## src/rtl/msp430_pkg.sv

```systemverilog
// ---------------------------------------------------------------------------
// msp430_pkg
// Shared definitions for the msp430 wakeup logic.
//   wkup_state_e    : wakeup FSM states (2-bit binary encoding)
//   *_MIN / *_MAX   : legal parameter ranges for the wakeup block
//   id_width()      : width of a source index, never less than one bit
// ---------------------------------------------------------------------------
package msp430_pkg;

   typedef enum logic [1:0] {
      WK_IDLE = 2'd0,
      WK_REQ  = 2'd1,
      WK_HOLD = 2'd2
   } wkup_state_e;

   localparam int unsigned NSRC_MIN        = 1;
   localparam int unsigned NSRC_MAX        = 8;
   localparam int unsigned SYNC_STAGES_MIN = 2;
   localparam int unsigned SYNC_STAGES_MAX = 3;
   localparam int unsigned HOLD_CYC_MIN    = 1;
   localparam int unsigned HOLD_CYC_MAX    = 15;

   // Index width for n sources; a single source still gets a 1-bit id.
   function automatic int id_width(input int n);
      return (n > 1) ? $clog2(n) : 1;
   endfunction

endpackage

```

## src/rtl/msp430_sync_cell.sv

```systemverilog
// ---------------------------------------------------------------------------
// msp430_sync_cell
// Single-bit synchronizer: SYNC_STAGES flops in series.
//   mclk     : destination clock
//   reset_n  : synchronous active-low reset, clears every stage
//   data_in  : asynchronous input bit
//   data_out : synchronized bit, SYNC_STAGES mclk edges after data_in
// ---------------------------------------------------------------------------
module msp430_sync_cell #(
   parameter int SYNC_STAGES = 2
) (
   input  logic mclk,
   input  logic reset_n,
   input  logic data_in,
   output logic data_out
);

   logic [SYNC_STAGES-1:0] chain_q;
   logic [SYNC_STAGES-1:0] chain_d;

   always_comb begin
      chain_d = {chain_q[SYNC_STAGES-2:0], data_in};
   end

   always_ff @(posedge mclk) begin
      if (!reset_n) begin
         chain_q <= '0;
      end else begin
         chain_q <= chain_d;
      end
   end

   assign data_out = chain_q[SYNC_STAGES-1];

endmodule

```

## src/rtl/msp430_wakeup_sync.sv

```systemverilog
// ---------------------------------------------------------------------------
// msp430_wakeup_sync
// Synchronizes asynchronous wakeup lines, captures their rising edges as
// pending flags and raises a wakeup request to the clock module while the
// CPU is off, serving the lowest pending source first.
//   mclk      : system clock
//   reset_n   : synchronous active-low reset
//   wkup_in   : asynchronous gated wakeup lines, one per source
//   cpuoff    : CPU low-power flag (mclk domain)
//   wkup_ack  : single-cycle acknowledge of the current request
//   wkup_req  : registered request, high only in the REQ state
//   wkup_id   : index of the source being served (valid with wkup_req)
//   wkup_pend : registered pending flags, one per source
// ---------------------------------------------------------------------------
module msp430_wakeup_sync
   import msp430_pkg::*;
#(
   parameter  int NSRC        = 4,
   parameter  int SYNC_STAGES = 2,
   parameter  int HOLD_CYC    = 3,
   localparam int IDW         = id_width(NSRC)
) (
   input  logic            mclk,
   input  logic            reset_n,
   input  logic [NSRC-1:0] wkup_in,
   input  logic            cpuoff,
   input  logic            wkup_ack,
   output logic            wkup_req,
   output logic [IDW-1:0]  wkup_id,
   output logic [NSRC-1:0] wkup_pend
);

   // Priming counter runs until the history flops hold the first real
   // post-reset sample; width covers the terminal value SYNC_STAGES+1.
   localparam int                 PRIME_W    = $clog2(SYNC_STAGES + 2);
   localparam logic [PRIME_W-1:0] PRIME_DONE = PRIME_W'(SYNC_STAGES + 1);
   localparam logic [3:0]         HOLD_LOAD  = 4'(HOLD_CYC - 1);

   logic [NSRC-1:0]    sync_out;
   logic [NSRC-1:0]    hist_q,  hist_d;
   logic [NSRC-1:0]    pend_q,  pend_d;
   logic [NSRC-1:0]    edge_vec;
   logic [NSRC-1:0]    clr_mask;
   logic [PRIME_W-1:0] prime_q, prime_d;
   logic               primed;
   wkup_state_e        state_q, state_d;
   logic [IDW-1:0]     id_q,    id_d;
   logic [IDW-1:0]     low_idx;
   logic [3:0]         cnt_q,   cnt_d;
   logic               req_q,   req_d;

   // ------------------------------------------------------------------
   // Per-source synchronizers
   // ------------------------------------------------------------------
   generate
      for (genvar gi = 0; gi < NSRC; gi++) begin : g_sync
         msp430_sync_cell #(
            .SYNC_STAGES (SYNC_STAGES)
         ) u_sync (
            .mclk     (mclk),
            .reset_n  (reset_n),
            .data_in  (wkup_in[gi]),
            .data_out (sync_out[gi])
         );
      end
   endgenerate

   // ------------------------------------------------------------------
   // Edge detection. Until the chain has refilled after reset, the history
   // simply follows the synchronizer output and no edges are reported, so
   // a line already high at reset release is seen as a level.
   // ------------------------------------------------------------------
   always_comb begin
      primed   = (prime_q == PRIME_DONE);
      prime_d  = primed ? prime_q : prime_q + 1'b1;
      hist_d   = sync_out;
      edge_vec = primed ? (sync_out & ~hist_q) : '0;
   end

   // Lowest set pending index; highest index scanned first so the
   // lowest one wins.
   always_comb begin
      low_idx = '0;
      for (int i = NSRC - 1; i >= 0; i--) begin
         if (pend_q[i]) begin
            low_idx = IDW'(i);
         end
      end
   end

   // ------------------------------------------------------------------
   // FSM next state, served id, hold counter and pend clear
   // ------------------------------------------------------------------
   always_comb begin
      state_d  = state_q;
      id_d     = id_q;
      cnt_d    = cnt_q;
      clr_mask = '0;
      unique case (state_q)
         WK_IDLE: begin
            if (cpuoff && (|pend_q)) begin
               state_d = WK_REQ;
               id_d    = low_idx;
            end
         end
         WK_REQ: begin
            // Acknowledge has priority over the CPU waking by other means.
            if (wkup_ack) begin
               state_d  = WK_HOLD;
               cnt_d    = HOLD_LOAD;
               clr_mask = NSRC'(1) << id_q;
            end else if (!cpuoff) begin
               state_d = WK_IDLE;
            end
         end
         WK_HOLD: begin
            if (cnt_q == 4'd0) begin
               state_d = WK_IDLE;
            end else begin
               cnt_d = cnt_q - 4'd1;
            end
         end
         default: begin
            state_d = WK_IDLE;
         end
      endcase
   end

   // A new edge on the bit being cleared wins over the clear.
   always_comb begin
      pend_d = (pend_q & ~clr_mask) | edge_vec;
      req_d  = (state_d == WK_REQ);
   end

   // ------------------------------------------------------------------
   // State registers
   // ------------------------------------------------------------------
   always_ff @(posedge mclk) begin
      if (!reset_n) begin
         hist_q  <= '0;
         prime_q <= '0;
         pend_q  <= '0;
         state_q <= WK_IDLE;
         id_q    <= '0;
         cnt_q   <= '0;
         req_q   <= 1'b0;
      end else begin
         hist_q  <= hist_d;
         prime_q <= prime_d;
         pend_q  <= pend_d;
         state_q <= state_d;
         id_q    <= id_d;
         cnt_q   <= cnt_d;
         req_q   <= req_d;
      end
   end

   assign wkup_req  = req_q;
   assign wkup_id   = id_q;
   assign wkup_pend = pend_q;

endmodule

```

## config.mk

```make
export PLATFORM = sky130hd
export DESIGN_NAME = msp430_wakeup_sync
export DESIGN_NICKNAME = d
export VERILOG_FILES = /design/src/rtl/msp430_pkg.sv /design/src/rtl/msp430_sync_cell.sv /design/src/rtl/msp430_wakeup_sync.sv
export SDC_FILE = /design/constraint.sdc
export NUM_CORES = 1
export LEC_CHECK = 0
export ABC_AREA = 1
export BUFFER_PORTS_ARGS = -buffer_cell sky130_fd_sc_hd__buf_2
export CORE_MARGIN = 1.5
export CORE_UTILIZATION = 35
export CTS_CLUSTER_DIAMETER = 150
export DETAILED_ROUTE_END_ITERATION = 16
export GPL_ROUTABILITY_DRIVEN = 0
export SYNTH_ARGS = -nofsm -noshare
export SYNTH_HDL_FRONTEND = slang
export SYNTH_SLANG_ARGS = --single-unit
```

## constraint.sdc

```tcl
create_clock -name mclk -period 1.46 [get_ports mclk]
set_clock_uncertainty 0.2 [all_clocks]
set_input_delay 0.219 -clock mclk [delete_from_list [all_inputs] [get_ports mclk]]
set_output_delay 0.219 -clock mclk [all_outputs]
set_load 0.005 [all_outputs]
```

==> results.yml <==
outcome:
  run_status: "finished clean"
critical_path:
  rrSetupSlack_ns: 0.07
  cp.arrival_ns: 1.43
  cp_data_required_time_ns: 1.49
  reg2reg_depth: 7
  regToRegStartpoint: "cnt_q[0]"
  cp-startpoint: "cnt_q[0]"
  crit_path_end_kind: "register"
  crit_path_max_fanout: 4
  rr_endpoint: "cnt_q[3]"
  crit_type: "reg2reg"
  endpoint: "cnt_q[3]"
  critPathLaunchType: "register"
detailed_routing:
  drt_iter0_markers: 21
  wirelength_um: 1820
  route.detailed.drc: 0
  final_antenna_net_count: 0
  num_vias: 850
  drt_pass1_iterations: 4
  post_drt_via_cell_ratio: 4.55
  wl_per_cell_um: 9.73
global_routing:
  antenna_found_initial: 0
  grt_pass1_vias: 810
  grt_overflow_total: 0
  grtUsageMet2_pct: 21.1
  use_met1_pct: 13.8
  use_met3_pct: 2.95
  grt_max_degree: 17
  grt_busiest_layer: "met2"
  grt_first_pass_wirelength_um: 3150
  gr-usage-all-layers_pct: 12.0
floorplanning:
  dieArea_um2: 3300
  die_w_um: 57.4
  initial_core_util_pct: 37.3
  core_area_um2: 2780
  rows: 19
  io_pins: 15
  die_y_um: 57.4
sta:
  finalCritPeriodShare_pct: 95.5
  rsz0062_at_grt: "false"
  setup_tns_ns: 0
  final-setup-viol-count: 0
  min_period_ns: 1.39
  slew_viol_final: 0
  maxSlewHeadroom_pct: 82.1
  fmax_mhz: 717
  hold_viol_final: 0
  worstMarginPinSlew_ns: 0.267
placement:
  port_buffers: 14
  hpwl_um: 1290
cells_and_area:
  multi_input_area_um2: 408
  final_util_pct: 44.2
  drive_gt1_share_pct: 19.2
  layout.area.seq_um2: 542
  fillers: 278
  final_common_cell: "nand2_1"
  final_nets: 167
  layout_common_cells: "35 x nand2_1, 26 x dfxtp_1, 20 x inv_1, 16 x nor2_1, 14 x buf_2"
  syn2layout_area_growth_pct: 18.5
  num_antenna_cells: 0
cts:
  cts.path.max_buffers: 2
  clk_pin_slew_ns: 0.15
  clock_latency_ns: 0.32
  htree_num_levels: 1
  cts_sinks: 27
  cts_tree: "done"
  cts_root_buffer: "clkbuf_4"
  cts-buffers-inserted: 3
synth:
  synth_cell_type_count: 19
  yosysWarnings: 0
  mappedNetlistArea_um2: 1040
  synth.avg_cell_area_um2: 7.74
  synth_fp_nets: 144
  ys_ff_latch: 27
  netlist_instances: 134
  synth.yosys.seq_area_share_pct: 52.1
power:
  leakagePower_nw: 0.635
  powerDensity_nw_per_um2: 1010
  vdd_drop_max_v: 0.000531
hold_path:
  min_path_type: "in2reg"
job:
  maxCapViolCount: 0
-- final cells by class --
class | count | share of cell area, %
multi-input combinational | 83 | 33.2
clock buffer | 3 | 1.83
sequential | 27 | 44.1
clock inverter | 1 | 0.611
tap | 31 | 3.16
inverter | 22 | 6.72
timing repair buffer | 20 | 10.4
-- how the worst min path moves through the flow --
stage                                start                           to  cells past startpoint
2_1_floorplan                   wkup_in[0]  g_sync[0].u_sync.chain_q[0]                      2
3_3_place_gp   g_sync[3].u_sync.chain_q[0]  g_sync[3].u_sync.chain_q[1]                      2
3_5_place_dp   g_sync[0].u_sync.chain_q[0]  g_sync[0].u_sync.chain_q[1]                      2
4_1_cts                           wkup_ack                   state_q[0]                      4
5_1_grt                           wkup_ack                   state_q[0]                      4
6_report                          wkup_ack                   state_q[0]                      4
-- repair_timing --
| action | 4_1_cts | 5_1_grt |
|---|---|---|
| buffers inserted | 0 | 0 |
| setup endpoints to repair | 0 | 3 |
| hold buffers | 5 | 0 |
| gates resized for setup | 0 | 2 |
| hold endpoints to repair | 6 | 0 |
-- through the flow --
step                      total power [mW]  setup slack (ns)  cells  cell area (um^2)  hold slack [ns]
after floorplan                      0.889             0.145    134              1040            0.117
after global placement               0.917             0.110    178              1140            0.195
after detailed placement             0.924            0.0397    178              1140            0.199
after CTS                             1.26            0.0229    187              1220          0.00447
after global routing                  1.31            0.0126    187              1230          0.00571
final                                 1.24            0.0662    187              1230          0.00873
-- sequential cells by signal (all words and copies together), names as in the netlist --
signal                 count
wkup_id                    2
state_q                    2
prime_q                    2
cnt_q                      4
wkup_req                   1
wkup_pend                  4
g_sync.u_sync.chain_q      8
hist_q                     4
-- cell usage after synthesis, drive strengths merged --
library cell / number / area share (%)
a21oi: 12 / 6.9
buf: 1 / 0.48
clkbuf: 1 / 0.36
dfxtp: 27 / 52
ha: 2 / 2.4
inv: 22 / 8.0
nand2: 39 / 16
nand3: 4 / 2.4
nor2: 17 / 6.4
nor3: 3 / 1.9
o21ai: 5 / 2.4
xor2: 1 / 0.84
-- metal layers --
layer | vias to the layer above | share of wire, % | routed length (um)
met1 | 379 | 46 | 841
met2 | 19 | 47 | 863
met5 | - | 0 | 0
met4 | 0 | 1.3 | 23
met3 | 4 | 5.0 | 91
li1 | 448 | - | -
-- power breakdown --
part / internal [mW] / switching, mW
clock network: 0.104 / 0.223
registers: 0.774 / 0.0205
logic: 0.0556 / 0.0673
total: 0.934 / 0.310
-- cells by family (layout without fill, tap and decap cells) --
kind of cell	Yosys count	after routing	share of synthesized area [%]
AOI/OAI and AO/OA	17	17	9.29
xor gates and xnor gates	1	1	0.845
adders and majority gates	2	2	2.41
buffers and inverters	24	46	8.81
DFF	27	27	52.1
and+or+nand+nor	63	63	26.5
-- critical path: stages (launching register included) --
cell and delay [ns]:
dfxtp_2 0.36, inv_1 0.07, ha_1 0.21, nand2_2 0.10
nand2_4 0.10, nand2_4 0.06, a21oi_1 0.14, nor2_1 0.06
Note: power is estimated with default switching activity, not from simulation.
